--- src/rtl/carregador_programa.sv ---
// carregador_programa: copies a program image from the HD into instruction
// memory one word at a time, with a read handshake per word, a per-word
// timeout and a destination range check done before any traffic starts.
module carregador_programa #(
  parameter int MEM_DEPTH = 201,
  parameter int TIMEOUT   = 255
) (
  input  logic        clock,
  input  logic        reset,
  input  logic        start,
  input  logic        ehSO,
  input  logic [31:0] hdBase,
  input  logic [31:0] destBase,
  input  logic [31:0] numPalavras,
  input  logic [31:0] hdDado,
  input  logic        hdValido,
  output logic        hdLer,
  output logic [31:0] hdEndereco,
  output logic        memEscreve,
  output logic [31:0] memEndereco,
  output logic [31:0] memDado,
  output logic        ocupado,
  output logic        concluido,
  output logic        erro,
  output logic        encerrarBios
);

  typedef enum logic [2:0] {
    OCIOSO = 3'd0,
    PEDE   = 3'd1,
    ESPERA = 3'd2,
    GRAVA  = 3'd3,
    FIM    = 3'd4,
    ERRO   = 3'd5
  } estado_t;

  estado_t     estado_reg, estado_next;
  logic [31:0] base_reg, base_next;
  logic [31:0] dest_reg, dest_next;
  logic [31:0] n_reg, n_next;
  logic        so_reg, so_next;
  logic [31:0] cnt_reg, cnt_next;
  logic [7:0]  esp_reg, esp_next;
  logic [31:0] hd_end_reg, hd_end_next;
  logic [31:0] mem_end_reg, mem_end_next;
  logic [31:0] mem_dado_reg, mem_dado_next;
  logic        erro_reg, erro_next;

  // 33-bit end address so that a wrapping destBase+numPalavras is never in range
  logic [32:0] fim_destino;
  logic [31:0] cnt_inc;

  assign fim_destino = {1'b0, destBase} + {1'b0, numPalavras};
  assign cnt_inc     = cnt_reg + 32'd1;

  // Next-state and next-register values; every register holds by default
  always_comb begin
    estado_next   = estado_reg;
    base_next     = base_reg;
    dest_next     = dest_reg;
    n_next        = n_reg;
    so_next       = so_reg;
    cnt_next      = cnt_reg;
    esp_next      = esp_reg;
    hd_end_next   = hd_end_reg;
    mem_end_next  = mem_end_reg;
    mem_dado_next = mem_dado_reg;
    erro_next     = erro_reg;
    case (estado_reg)
      OCIOSO: begin
        if (start) begin
          if (numPalavras == 32'd0) begin
            so_next     = ehSO;
            erro_next   = 1'b0;
            estado_next = FIM;
          end else if (fim_destino > 33'(MEM_DEPTH)) begin
            erro_next   = 1'b1;
            estado_next = ERRO;
          end else begin
            base_next   = hdBase;
            dest_next   = destBase;
            n_next      = numPalavras;
            so_next     = ehSO;
            cnt_next    = 32'd0;
            erro_next   = 1'b0;
            hd_end_next = hdBase;
            estado_next = PEDE;
          end
        end
      end
      PEDE: begin
        esp_next    = 8'd0;
        estado_next = ESPERA;
      end
      ESPERA: begin
        if (hdValido) begin
          mem_dado_next = hdDado;
          mem_end_next  = dest_reg + cnt_reg;
          estado_next   = GRAVA;
        end else if (esp_reg == 8'(TIMEOUT)) begin
          // erro becomes visible together with the ERRO state
          erro_next   = 1'b1;
          estado_next = ERRO;
        end else begin
          esp_next = esp_reg + 8'd1;
        end
      end
      GRAVA: begin
        cnt_next = cnt_inc;
        if (cnt_inc == n_reg) begin
          estado_next = FIM;
        end else begin
          hd_end_next = base_reg + cnt_inc;
          estado_next = PEDE;
        end
      end
      FIM: begin
        estado_next = OCIOSO;
      end
      ERRO: begin
        erro_next   = 1'b1;
        estado_next = OCIOSO;
      end
      default: begin
        estado_next = OCIOSO;
      end
    endcase
  end

  // State and datapath registers; reset aborts any transfer immediately
  always_ff @(posedge clock or negedge reset) begin
    if (!reset) begin
      estado_reg   <= OCIOSO;
      base_reg     <= 32'd0;
      dest_reg     <= 32'd0;
      n_reg        <= 32'd0;
      so_reg       <= 1'b0;
      cnt_reg      <= 32'd0;
      esp_reg      <= 8'd0;
      hd_end_reg   <= 32'd0;
      mem_end_reg  <= 32'd0;
      mem_dado_reg <= 32'd0;
      erro_reg     <= 1'b0;
    end else begin
      estado_reg   <= estado_next;
      base_reg     <= base_next;
      dest_reg     <= dest_next;
      n_reg        <= n_next;
      so_reg       <= so_next;
      cnt_reg      <= cnt_next;
      esp_reg      <= esp_next;
      hd_end_reg   <= hd_end_next;
      mem_end_reg  <= mem_end_next;
      mem_dado_reg <= mem_dado_next;
      erro_reg     <= erro_next;
    end
  end

  // Strobes are decoded straight from the state register
  assign hdLer        = (estado_reg == PEDE);
  assign memEscreve   = (estado_reg == GRAVA);
  assign ocupado      = (estado_reg != OCIOSO);
  assign concluido    = (estado_reg == FIM);
  assign encerrarBios = (estado_reg == FIM) && so_reg;
  assign hdEndereco   = hd_end_reg;
  assign memEndereco  = mem_end_reg;
  assign memDado      = mem_dado_reg;
  assign erro         = erro_reg;

endmodule

--- config.mk ---
export PLATFORM = sky130hd
export DESIGN_NAME = carregador_programa
export DESIGN_NICKNAME = d
export VERILOG_FILES = /design/src/rtl/carregador_programa.sv
export SDC_FILE = /design/constraint.sdc
export NUM_CORES = 1
export LEC_CHECK = 0
export CORE_AREA = 2 2 173 175
export CTS_CLUSTER_SIZE = 12
export DETAILED_ROUTE_END_ITERATION = 16
export DIE_AREA = 0 0 175 177
export PLACE_DENSITY = 0.81
export REMOVE_ABC_BUFFERS = 1
export SKIP_CTS_REPAIR_TIMING = 1
export SLEW_MARGIN = 20
export SYNTH_ARGS = -nofsm -noshare
export SYNTH_HDL_FRONTEND = slang
export SYNTH_SLANG_ARGS = --single-unit
--- constraint.sdc ---
create_clock -name clock -period 5.59 [get_ports clock]
set_clock_uncertainty 0.2 [all_clocks]
set_input_delay 1.118 -clock clock [delete_from_list [all_inputs] [get_ports clock]]
set_output_delay 1.118 -clock clock [all_outputs]
set_load 0.01 [all_outputs]
---- After elaboration in Yosys (flattened, before gate mapping) ----
Index checks and enable logic that the tools add are counted.
word-level totals
  output and inout bits ................... 102
  input bits .............................. 133
  word-level logic and storage cells ...... 77
  register bits ........................... 237
operators by class
  bitwise operators ....................... 2
  eq/ne operators ......................... 16
  $lt $le $gt $ge ......................... 1
  mux-type cells .......................... 27
  reductions and logical operators ........ 15
  $add $sub $neg .......................... 5
operators by type and width
  kind                     number
  $mux W32                 7
  $pmux W32 S2             2
  $add A32 B32 Y32         2
  $add A32 B32 Y33         1
  $gt A33 B8 Y1 const B    1
  $add A32 B1 Y32 const B  1
  $eq A32 B32 Y1           1
  $logic_not A32 Y1        1
  $mux W3                  6
  $mux W8                  2
  $ne A2 B2 Y1 const B     8
  $pmux W8 S2              1
  $pmux W3 S4              1
  $reduce_and A4 Y1        3
  $add A8 B1 Y8 const B    1
  $eq A8 B8 Y1 const B     1
  $mux W1                  7
  $eq A3 B2 Y1 const B     2
  $eq A3 B3 Y1 const B     2
  $reduce_and A3 Y1        2
  $reduce_bool A3 Y1       2
  $reduce_and A5 Y1        1
  $reduce_and A2 Y1        2
  $reduce_bool A2 Y1       2
  6 further kinds          7

---- Logic depth before layout (Yosys ltp) ----
Gate-level depths: netlist of the first run.
  depth in word-level cells ............... 6
  depth in mapped cells ................... 19
  mapped depth without buffers ............ 18

---- Least setup slack after synthesis of the first run ----
No wires, ideal clock.
  kind .................................... input to register
  start ................................... input destBase[6]
  end ..................................... register base_reg[0]
  arrival time ............................ 4.316 ns
  cell stages on the path ................. 15
  path buffers ............................ 4
  setup time .............................. 0.125 ns
  required time ........................... 5.265 ns
  path slack .............................. 0.949 ns
  cell sequence ........................... ha_1 buf_6 or3_4 o2111ai_1 a21oi_1 or4_1 a32o_1 or4_1 nor3_1 and4b_1 and4b_1 buf_4 buf_6 buf_4 mux2_2
on the way
  cells in the longest elaborated chain, start to end .. 4
RTL lines
  item                         line  text
  from (decl)                  13    input logic [31:0] destBase,
  $add A32 B32 Y33             53    assign fim_destino = {1'b0, destBase} + {1'b0, numPalavras};
  $gt A33 B8 Y1                76    end else if (fim_destino > 33'(MEM_DEPTH)) begin
  $not A1 Y1 (no line)         -
  $reduce_and A4 Y1 (no line)  -
  to (signal assigned)         146   base_reg <= base_next;
  to (decl)                    38    logic [31:0] base_reg, base_next;
No other way between the ends.
A chain may end at the register's enable or synchronous reset.

---- Worst setup path after layout of the first run ----
  start ................................... input numPalavras[0]
  end ..................................... register n_reg[17]
on the way
  cells in the longest elaborated chain, start to end .. 4
  elaborated cells on any way between the ends .. 6
  those cells by class .................... add/sub (1); order compare (1); bitwise (2); reduce/logical (2)
RTL lines
  item                           line  text
  from (decl)                    14    input logic [31:0] numPalavras,
  $add A32 B32 Y33               53
  $gt A33 B8 Y1                  76
  $not A1 Y1 (no line)           -
  $reduce_and A4 Y1 (no line) *  -
  to (signal assigned)           148   n_reg <= n_next;
  to (decl)                      40    logic [31:0] n_reg, n_next;
Every way passes the cells marked *; elsewhere a longest branch is shown, timed or not.

==> results.md, run 1 <==
- The run finished with clean final reports.
- The number of routed nets with antenna violations is 0.
- The TritonCTS clock tree is built.
- Clock-pin slew was measured on the worst setup and hold paths at 0.06 ns.
- Data on the critical path arrives at its endpoint at 5.44 ns.
- The internal power of the cells totals 4.379 mW.
- The share of the Yosys chip area taken by registers is 0.3667.
- The launching element type of the critical path is an input port.
- The clock drives around 240 sinks.
- The height of the die is 177 um.
- The final-stage net count is 2134.
- For this design the ratio of total power to cell area is between 300 and 400 nW/um^2.
- Summed over all cells, the static leakage comes to 9.351 nW.
- The synthesized design spends more area on one cell type than any other, namely dfrtp_1.
- The tree is rooted in a clkbuf_16.
- The die covers 30980 sq um.
- The starting density of the core is 0.5530.
- By area the synthesized netlist is led by dfrtp_1 (37%), mux2_2 (9.3%), ha_1 (7.4%).
- The synthesis-to-finish area growth is 23.08%.
- The critical path in this run is classified as in2reg.
- The most used standard cell by instance count after synthesis is dfrtp_1.
- The utilization after layout is 0.6807.
- During I/O placement, the number of pins put on the boundary was 235.
- The congestion estimate from routability-driven global placement came to 0.9662.
- Data on the critical path is required at its endpoint by 5.83 ns.
- The synthesized netlist occupies a cell area of 16170 sq um.
- The class of the worst hold path is reg2reg.
- The final antenna diode count is 0.
- The maximum level of the CTS H-tree is 1.
- The endpoint type of the worst setup path is a register.
- Of the total power, the clock network draws 0.274.
- Clock latency on the worst-skew pair, taken at its later pin, is 0.56 ns.
- Counting instances, the worst hold path has a depth of 2.
- With fillers left out, the area of the finished cells amounts to 19910 sq um.
- Dividing the detail-routed wire length by the instance count gives 19.40 um.
- Across the run, the number of max-cap violations was 0.
- In this run the worst path has a maximum fanout of 57.
- The via density per instance is 5.994.
- The die width is between 150 and 200 um.
- The worst hold-check slack is 0.2796 ns.
- The wire length after detailed routing is 44840 um.
- After legalization and detailed placement, the total HPWL measured 34140 um.
- Setup repair after global routing left no endpoint under its margin.
- Synthesis produced a netlist whose cell count is between 1500 and 2000.
- Measured against its own limit, the worst slew margin works out to 0.3431.
- The peak clock frequency supported by timing is 192.2 MHz.
- For the worst flop-to-flop path, the logic depth is 16.
- The number of synthesized flops with an enable pin is 0.
- The number of core rows is 63.
- The remaining routing DRC violations is 0.
- The global-route wire length before repair is slightly above 70000 um.
- The number of endpoints with negative hold slack in the final report is 0.
- The final period demand of the worst path is approximately 5.2 ns.
- The proportion of power drawn by flip-flops and latches is 0.357.
- IR analysis of the VDD net gives a maximum drop of between 200 and 300 uV.
- For the pin with the worst max-slew slack, the measured transition is 0.9853 ns.
- The area share of the largest cell type after synthesis is 0.3667.
- The mean instance size in the synthesized netlist is 9.661 sq um.
- For this run, the total global-route usage over all layers was measured as 0.2860.
- The number of iterations in the first detailed-routing pass is 5.
- Buffers inserted during clock tree synthesis total 28.
- The initial antenna violation count came to 0.
- The share of total power dissipated in combinational logic is 0.370.
- The pin count of the biggest net entering global routing is between 100 and 150.
- The final global-route overflow total is 0.
- The count of unique library cells instantiated by Yosys is 81.
- Setup violations remaining at the end of the flow were counted as 0.
- The clock tree buffer depth is 3.
- The commonest cells after synthesis are dfrtp_1 (237), nand2_1 (165), mux2_2 (134).
- The analysis attributes to net switching a power of 2.107 mW.
- In the finished design, the share of the clock period the worst path needs comes to 0.9307.
- The via count of the first global-routing pass is 13670.
- For this block, the via count after detailed routing is between 10000 and 15000.
- The most used flip-flop cell after synthesis is dfrtp_1.
- The detailed router finished its first iteration with approximately 900 violations.
- For this run, asynchronously set or reset flops after synthesis account for 1.000.
- The count of buffers added on input and output ports is 234.
- The number of pins with negative max-slew slack in the final report is 0.
- The fraction of power spent switching nets is 0.3249.
- The Yosys step of the flow raised 0 warnings.
- The core region is 29240 sq um.
- Synthesis inferred 237 register bits.
- Summing all placed instances gives a cell area of 18990 sq um.
- In the final layout, the share of cells above drive strength 1 is 0.1458.
[final timing paths]
kind / start / to / slack, ns
worst max register to register: cnt_reg[0] / hdEndereco[30] / 0.50
min in group asynchronous: reset / memDado[6] / 0.48
max in group asynchronous: reset / memEndereco[20] / 3.55
worst max-delay path: numPalavras[0] / n_reg[17] / 0.39
worst min register to register: memEndereco[26] / memEndereco[26] / 0.28
worst min-delay path: memEndereco[26] / memEndereco[26] / 0.28
[worst max-delay path, stage by stage]
cell	delay [ns]
clkdlybuf4s50_1	0.49
ha_1	0.20
inv_1	0.06
fa_1	0.41
nor2b_1	0.18
o311ai_1	0.18
a211oi_1	0.33
o21ai_0	0.17
a32o_1	0.26
or4_1	0.39
nor3_1	0.28
and4b_1	0.27
and4b_4	0.35
buf_12	0.28
mux2_2	0.39
[power groups by stage]
stage               Sequential (mW)  Clock [mW]  Combinational [mW]
detailed placement             2.34           0                2.39
global placement               2.32           0                2.33
finish                         2.31        1.77                2.40
global route                   2.36        1.87                2.60
CTS                            2.31        1.80                2.40
floorplan                      2.43           0                1.18
[area by class of cell]
cell class	count	area, sq um
Clock buffer	39	803.3
Clock inverter	10	82.58
Fill cell	2281	9339
Inverter	53	198.9
Multi-Input combinational cell	1301	9619
Sequential cell	237	5931
Tap cell	390	488.0
Timing Repair Buffer	281	2783
[per-stage QoR]
step | instances | setup TNS (ns) | setup WS (ns) | total power [mW]
after floorplan | 1591 | -275.80 | -2.491 | 3.608
after CTS | 2310 | 0 | 0.3814 | 6.518
final | 2311 | 0 | 0.3875 | 6.487
after global placement | 2261 | -0.6019 | -0.01963 | 4.650
after detailed placement | 2261 | -4.313 | -0.09552 | 4.723
after global routing | 2311 | 0 | 0.02126 | 6.827
[kinds of logic after synthesis]
logic type,synth area share
and+or+nand+nor,0.1417
AOI/OAI and AO/OA,0.1765
DFF,0.3667
muxes,0.1252
buffers and inverters,0.04054
xor gates and xnor gates,0.07148
adders and majority gates,0.07798
[metal layers]
| metal | share of wire | track usage | vias to the layer above |
|---|---|---|---|
| met5 | 0 | 0 | - |
| met4 | 0.031 | 0.08681 | 0 |
| met3 | 0.053 | 0.02620 | 88 |
| met2 | 0.48 | 0.4825 | 479 |
| met1 | 0.44 | 0.3923 | 6703 |
| li1 | - | - | 6582 |
[placed cells by master, fill, tap and decap left out, types with 15 or more instances in the layout]
master             n
dfrtp_1          237
nor4_1            24
nand4_1           27
a211oi_1          15
clkdlybuf4s50_1  233
buf_4             41
ha_1              96
mux2_2           134
o21bai_1          16
xor2_1            58
nor2b_1           15
mux2_4            27
a21oi_1          100
nand2_1          165
o21a_1            17
nand3_1           35
inv_1             53
nor3_1            34
a21o_1            57
clkbuf_16         29
o21ai_0          119
xnor2_1           74
nor2_1            69
Note: power is estimated with default switching activity, not from simulation.
==> run 2: changes to the inputs <==
--- a/config.mk
+++ b/config.mk
@@ -5,11 +5,11 @@
 export SDC_FILE = /design/constraint.sdc
 export NUM_CORES = 1
 export LEC_CHECK = 0
-export CORE_AREA = 2 2 173 175
+export CORE_AREA = 2 2 218 220
 export CTS_CLUSTER_SIZE = 12
 export DETAILED_ROUTE_END_ITERATION = 16
-export DIE_AREA = 0 0 175 177
-export PLACE_DENSITY = 0.81
+export DIE_AREA = 0 0 220 222
+export RECOVER_POWER = 100
 export REMOVE_ABC_BUFFERS = 1
 export SKIP_CTS_REPAIR_TIMING = 1
 export SLEW_MARGIN = 20
==> run 2 against run 1 <==
Against the previous run: the flow now finishes with violations (capacitance limit, slew limit); sequential cell count did not move; cell count rose by 10%; die area rose by 58%; via count fell by 0.84%; clock power rose by 6%.
==> results.md, run 2 (same netlist as run 1, synthesis figures left out) <==
- The starting density of the core is 0.3496 (-0.2034).
- The clock tree buffer depth is 3 (unchanged).
- The class of the worst hold path is reg2reg.
- The fraction of the cycle the final worst path needs is 0.9567 (+0.02602).
- The wire length after detailed routing is 51430 um (+15%).
- The via count of the first global-routing pass is 13600 (-0.56%).
- The die area is 48840 sq um (+58%).
- The final non-filler cell total came to 2543 (+10%).
- The final global-route overflow total is 0 (unchanged).
- The setup slack of the worst register-to-register path is 0.24 ns (-0.26 ns).
- The cell count after placement was 2491 (+10%).
- The endpoint required time on the critical path is 5.85 ns (+0.02 ns).
- The start of the worst register-to-register path is cnt_reg[0].
- The peak clock frequency supported by timing came to 187.0 MHz (-2.7%).
- The number of buffers inserted during clock tree synthesis came to 30 (+7.1%).
- The met3 usage came to 0.03306 (+0.006856).
- The synthesis-to-finish area growth is 24.95%.
- The number of routed nets with antenna violations is 0 (unchanged).
- The pin count of the biggest net entering global routing is 119 (-6.3%).
- The run finished, with violations left.
- The post-detailed-route wirelength per cell is 20.22 um (+4.2%).
- TritonCTS built the clock tree.
- The endpoint of the worst-slack reg-to-reg timing path is hdEndereco[19].
- The number of placed I/O pins is 235 (unchanged).
- The critical path class is reg2reg.
- The standby leakage power came to 9.488 nW (+1.5%).
- The final period demand of the worst path came to 5.348 ns (+0.1455 ns).
- The transition time at the pin with the least slew margin is 2.737 ns (+1.752 ns).
- The worst hold-check slack was 0.2705 ns (-0.009092 ns).
- The areal power density over the cells is 320.7 nW/um^2 (-1.6%).
- The initial antenna violation count is 1 (+1).
- The number of instances on the worst hold path is 2 (unchanged).
- The final-stage net count came to 2148 (+0.66%).
- The global-route wire length before repair is 79250 um (+11%).
- The via density per instance is 5.401 (-9.9%).
- The final antenna diode count is 0 (unchanged).
- The maximum level of the CTS H-tree is 1 (unchanged).
- Setup repair after global routing left no endpoint under its margin.
- The normalized max-slew margin is -0.8248 (-1.168).
- The family with the most delay on the worst path is simple AND/OR/NAND/NOR gates.
- The clock-pin slew on the worst setup and hold paths is 0.06 ns (about the same).
- The count of fill cells added during filler insertion came to 4489 (+97%).
- The final reports fail on capacitance limit, slew limit.
- The post-place instance area is 19370 sq um (+2.0%).
- The share of final-layout standard cells stronger than drive strength 1 came to 0.1451 (-0.0006128).
- The number of DRC violations after detailed-routing iteration 0 was 1049 (+14%).
- The maximum vdd drop is 235.4 uV (-10%).
- The height of the die is 222 um (+25%).
- The placed wire-length estimate after detailed placement was 40280 um (+18%).
- The critical path depth in cells is 13 (-2).
- The endpoint type of the worst setup path is a register.
- The number of endpoints with negative hold slack in the final report was 0 (unchanged).
- The most common cell after layout, fill and taps aside is dfrtp_1.
- The number of core rows was 79 (+25%).
- The number of clock sinks seen by CTS is 237 (unchanged).
- The count of input and output buffers is 234 (unchanged).
- The die width was 220 um (+26%).
- The global placement routability congestion is 0.9370 (-3.0%).
- For hold timing, the worst endpoint is memEndereco[12].
- The depth of the worst register-to-register path is 13 (-3).
- The all-layer global routing usage is 0.2089 (-0.07709).
- Traced cell by cell, the critical path runs through ha_1 > and4_1 > nand4_1 > clkbuf_2 > nor4_1 > xor2_1 > xor2_1 > or4_4 > a2111oi_4 > nand4_1 > o21ai_2 > buf_12 > mux2_1.
- The library cells used most frequently in the layout, excluding fill and tap cells, are dfrtp_1 (237), nand2_1 (165), mux2_2 (134).
- The area inside the core boundary is 46260 sq um (+58%).
- The maximum net fanout on the critical path is 20 (-65%).
- The total number of vias came to 13740 (-0.84%).
- The remaining routing DRC violations is 0 (unchanged).
- The clock latency on the worst-skew pair is 0.58 ns (+0.02 ns).
- The utilization after layout is 0.4368 (-0.2438).
- The number of pins with negative max-slew slack in the final report is 276 (+276).
- The arrival time of the worst setup path was 5.60 ns (+0.16 ns).
- The met1 capacity usage during global routing came to 0.2900 (-0.1023).
- The most congested layer reported by global routing is met2.
- The number of iterations in the first detailed-routing pass is 6 (+1).
- The buffer and inverter count on the worst path is 2 (-1).
- The cell area after layout is 20210 sq um (+1.5%).
- The met2 track demand over resource in global routing came to 0.3334 (-0.1491).
- The setup-violating endpoint count in the final report was 0 (unchanged).
- The tree is rooted in a clkbuf_16.
- The worst setup path is launched from a register.
- The beginning of the worst hold path is memEndereco[12].
- The delay of the slowest cell on the worst path is 0.59 ns (+0.10 ns).
- The number of max-cap violations is 4 (+4).
- The largest individual stage delay along the critical path comes from the cell nor4_1.
run 2: changes by cell type in the layout (fill, tap and decap cells not counted), sizes merged:
cell           before  now
clkdlybuf4s50     233  131
clkinvlp            3    6
clkbuf             39   48
buf                48   55
bufinv              1    0
dlygate4sd3         0  102
clkinv              6    3
run 2: metrics by stage:
stage,power [mW],TNS [ns],setup WS [ns]
2_1_floorplan,3.608,-275.80,-2.491
3_3_place_gp,4.780,0,0.06047
3_5_place_dp,4.817,-1.817,-0.03888
4_1_cts,6.727,0,0.5462
5_1_grt,6.870,0,0.06504
6_report,6.481,0,0.2421
run 2: how the worst max path moves through the flow:
stage / endpoint / slack (ns) / startpoint
after floorplan: hdEndereco[10] / -2.49 / destBase[0]
after global placement: base_reg[6] / 0.06 / destBase[0]
after detailed placement: base_reg[25] / -0.04 / destBase[0]
after CTS: hdEndereco[30] / 0.55 / cnt_reg[0]
after global routing: hdEndereco[19] / 0.07 / cnt_reg[0]
final: hdEndereco[19] / 0.24 / cnt_reg[0]
run 2: power breakdown:
group / internal (mW) / total [mW] / leakage (nW) / switching, mW
clock: 1.09 / 1.88 / 0.445 / 0.795
combinational: 1.16 / 2.31 / 5.92 / 1.15
sequential: 2.05 / 2.29 / 3.12 / 0.233
run 2: routing by layer:
layer,wire length [um],vias up
met5,12,-
met4,1437,2
met3,3119,79
met2,23510,426
met1,23340,6624
li1,-,6605
run 2: worst reg2reg max path, stage by stage (launching register included):
cell and delay, ns:
dfrtp_1 0.48, ha_1 0.31, and4_1 0.33, nand4_1 0.27, clkbuf_2 0.33, nor4_1 0.60
xor2_1 0.34, xor2_1 0.15, or4_4 0.56, a2111oi_4 0.35, nand4_1 0.40, o21ai_2 0.32
buf_12 0.23, mux2_1 0.36
run 2: layout make-up:
type | count | area (sq um) | share of cell area
multi-input combinational | 1301 | 9540 | 0.4721
sequential | 237 | 5931 | 0.2935
clock buffer | 43 | 880.8 | 0.04359
clock inverter | 9 | 63.81 | 0.003158
timing repair buffer | 293 | 2834 | 0.1402
inverter | 53 | 198.9 | 0.009845
tap | 607 | 759.5 | 0.03758
==> run 3: changes to the inputs <==
--- a/config.mk
+++ b/config.mk
@@ -5,10 +5,11 @@
 export SDC_FILE = /design/constraint.sdc
 export NUM_CORES = 1
 export LEC_CHECK = 0
-export CORE_AREA = 2 2 218 220
+export CORE_AREA = 2 2 173 175
 export CTS_CLUSTER_SIZE = 12
 export DETAILED_ROUTE_END_ITERATION = 16
-export DIE_AREA = 0 0 220 222
+export DIE_AREA = 0 0 175 177
+export PLACE_DENSITY = 0.81
 export RECOVER_POWER = 100
 export REMOVE_ABC_BUFFERS = 1
 export SKIP_CTS_REPAIR_TIMING = 1
==> run 3 against run 2 <==
Against the previous run: the flow still finishes with violations (capacitance limit, slew limit); global-route usage up 7.7 points; die area down 37%; routed wire length down 13%; first-iteration DRC count down 8.7%; sequential cell count unchanged; cell count down 9.1%; fmax up 0.79%; non-clock buffer count down 12; sequential share of layout area up 0.73 points; largest cell class unchanged; critical path depth up 2.
==> results.md, run 3 (same netlist as run 1, synthesis figures left out) <==
- The flow ran to the end, but the final reports show violations.
- The final reports fail on capacitance limit, slew limit.
- The share of final-layout standard cells stronger than drive strength 1 is 0.1301 (-0.01500).
- The remaining routing DRC violations is 0 (unchanged).
- The count of input and output buffers is 234 (unchanged).
- The number of max-cap violations is 1 (-3).
- The TritonCTS clock tree is built.
- The number of routed nets with antenna violations is 0 (unchanged).
- The most common cell after layout, fill and taps aside is dfrtp_1.
- The peak clock frequency supported by timing was 188.5 MHz (+0.79%).
- On the critical path, the stage with the largest delay is an instance of dlygate4sd3_1.
- The clock latency on the worst-skew pair is 0.55 ns (-0.03 ns).
- The maximum vdd drop came to 255.8 uV (+8.6%).
- The cell at the root of the clock tree is clkbuf_16.
- The pre-CTS setup slack is -0.09552 ns (-0.05664 ns).
- The total number of vias came to 13850 (+0.86%).
- The number of buffers inserted during clock tree synthesis came to 28 (-6.7%).
- From synthesis to final layout, the design area changed by 21.92%.
- The starting density of the core is 0.5530 (+0.2034).
- The number of core rows is 63 (-20%).
- The normalized max-slew margin was -1.157 (-0.3323).
- The pin count of the biggest net entering global routing is 127 (+6.7%).
- The count of fill cells added during filler insertion came to 2328 (-48%).
- The post-place instance area is 18990 sq um (-2.0%).
- The standby leakage power is 9.321 nW (-1.8%).
- The cell area after layout is 19720 sq um (-2.4%).
- The post-detailed-route wirelength per cell was 19.42 um (-4.0%).
- In this run the most critical hold path is launched from memEndereco[26].
- The final global-route overflow total is 0 (unchanged).
- The die width was 175 um (-20%).
- The worst hold-check slack came to 0.2759 ns (+0.005372 ns).
- The number of iterations in the first detailed-routing pass is 5 (-1).
- The final period demand of the worst path is 5.306 ns (-0.04185 ns).
- The delay of the slowest cell on the worst path is 0.56 ns (-0.03 ns).
- The maximum net fanout on the critical path is 15 (-25%).
- The endpoint required time on the critical path is 5.81 ns (-0.04 ns).
- The area inside the core boundary is 29240 sq um (-37%).
- The final setup slack of the worst path is 0.2839 ns (+0.04185 ns).
- The final antenna diode count is 0 (unchanged).
- The setup-violating endpoint count in the final report was 0 (unchanged).
- STA classifies the critical path endpoint as a register.
- The initial antenna violation count came to 0 (-1).
- The via density per instance is 5.995 (+11%).
- The maximum level of the CTS H-tree is 1 (unchanged).
- The utilization after layout was 0.6743 (+0.2374).
- In this run the worst setup path begins at destBase[0].
- The global-route wire length before repair is 71610 um (-9.6%).
- The final-stage net count was 2134 (-0.65%).
- The final non-filler cell total was 2311 (-9.1%).
- The family with the most delay on the worst path is simple AND/OR/NAND/NOR gates.
- Leaving out fill and tap cells, the most frequent cells in the layout are dfrtp_1 (237), nand2_1 (165), mux2_2 (134).
- The number of pins with negative max-slew slack in the final report is 126 (-54%).
- The cell count after placement is 2261 (-9.2%).
- The number of endpoints with negative hold slack in the final report was 0 (unchanged).
- The fraction of the cycle the final worst path needs is 0.9492 (-0.007487).
- The transition time at the pin with the least slew margin is 3.236 ns (+0.4985 ns).
- The placed wire-length estimate after detailed placement is 34140 um (-15%).
- The areal power density over the cells is 316.5 nW/um^2 (-1.3%).
- The die area is 30980 sq um (-37%).
- The worst hold path belongs to the class reg2reg.
- The global placement routability congestion came to 0.9662 (+3.1%).
- The height of the die is 177 um (-20%).
- The wire length after detailed routing is 44890 um (-13%).
- The clock-pin slew on the worst setup and hold paths is 0.06 ns (about the same).
- The number of clock sinks seen by CTS came to 237 (unchanged).
- The clock tree buffer depth is 3 (unchanged).
- The all-layer global routing usage is 0.2860 (+0.07709).
- The buffer and inverter count on the worst path is 3 (+1).
- The critical path class is in2reg.
- The start of the worst register-to-register path is cnt_reg[0].
- STA classifies the critical path startpoint as an input port.
- The number of DRC violations after detailed-routing iteration 0 is 958 (-8.7%).
- The number of placed I/O pins is 235 (unchanged).
- Setup repair after global routing left no endpoint under its margin.
- Walking the worst path, the cells encountered are dlygate4sd3_1 > ha_1 > inv_1 > fa_1 > nor2b_1 > o311ai_1 > a211oi_1 > o21ai_0 > a32o_1 > or4_1 > nor3_1 > and4b_1 > and4b_4 > buf_2 > mux2_2.
- The via count of the first global-routing pass is 13670 (+0.56%).
- The arrival time of the worst setup path is 5.53 ns (-0.07 ns).
[run 3: changes by cell type in the layout (fill, tap and decap cells not counted), moves of 3 or more]
cell	change
mux2_4	-18
buf_4	-11
mux2_1	+18
clkinv_2	+4
clkinvlp_4	-3
[run 3: area by class of cell]
type	instances	area, sq um	area share
Multi-Input combinational cell	1301	9497	0.4816
Inverter	53	198.9	0.01009
Clock inverter	10	82.58	0.004188
Clock buffer	39	803.3	0.04074
Tap cell	390	488.0	0.02475
Timing Repair Buffer	281	2719	0.1379
Sequential cell	237	5931	0.3008
[run 3: metal layers]
layer	global-route usage	vias up	routed length [um]
met5	0	-	0
met1	0.3923	6690	19840
met2	0.4825	485	21480
li1	-	6590	-
met3	0.02620	89	2174
met4	0.08681	0	1390
[run 3: path summary, 6_finish.rpt]
kind                                        end  slack, ns  cells after the start
worst max register to register    hdEndereco[9]       0.45                     13
worst min-delay path            memEndereco[26]       0.28                      2
min in group asynchronous        memEndereco[2]       1.42                      1
worst min register to register  memEndereco[26]       0.28                      2
max in group asynchronous         hdEndereco[6]       1.87                      1
worst max-delay path               dest_reg[31]       0.28                     15
[run 3: per-stage QoR]
step | power [mW] | setup TNS [ns]
finish | 6.242 | 0
global route | 6.590 | 0
CTS | 6.518 | 0
detailed placement | 4.723 | -4.313
global placement | 4.650 | -0.6019
floorplan | 3.608 | -275.80
[run 3: worst reg2reg max path, delay by kind of cell (launching register included)]
kind                       cells  cell delay [ns]
xor gates and xnor gates       2             0.47
muxes                          1             0.39
buffers and inverters          2             0.58
adders and majority gates      1             0.31
AOI/OAI and AO/OA              2             0.49
DFF                            1             0.48
and+or+nand+nor                5             2.09
[run 3: power breakdown]
group | internal [mW] | leakage, nW | total (mW) | switching [mW]
Clock | 1.04 | 0.431 | 1.77 | 0.731
Sequential | 2.05 | 3.12 | 2.30 | 0.243
Combinational | 1.07 | 5.77 | 2.17 | 1.10
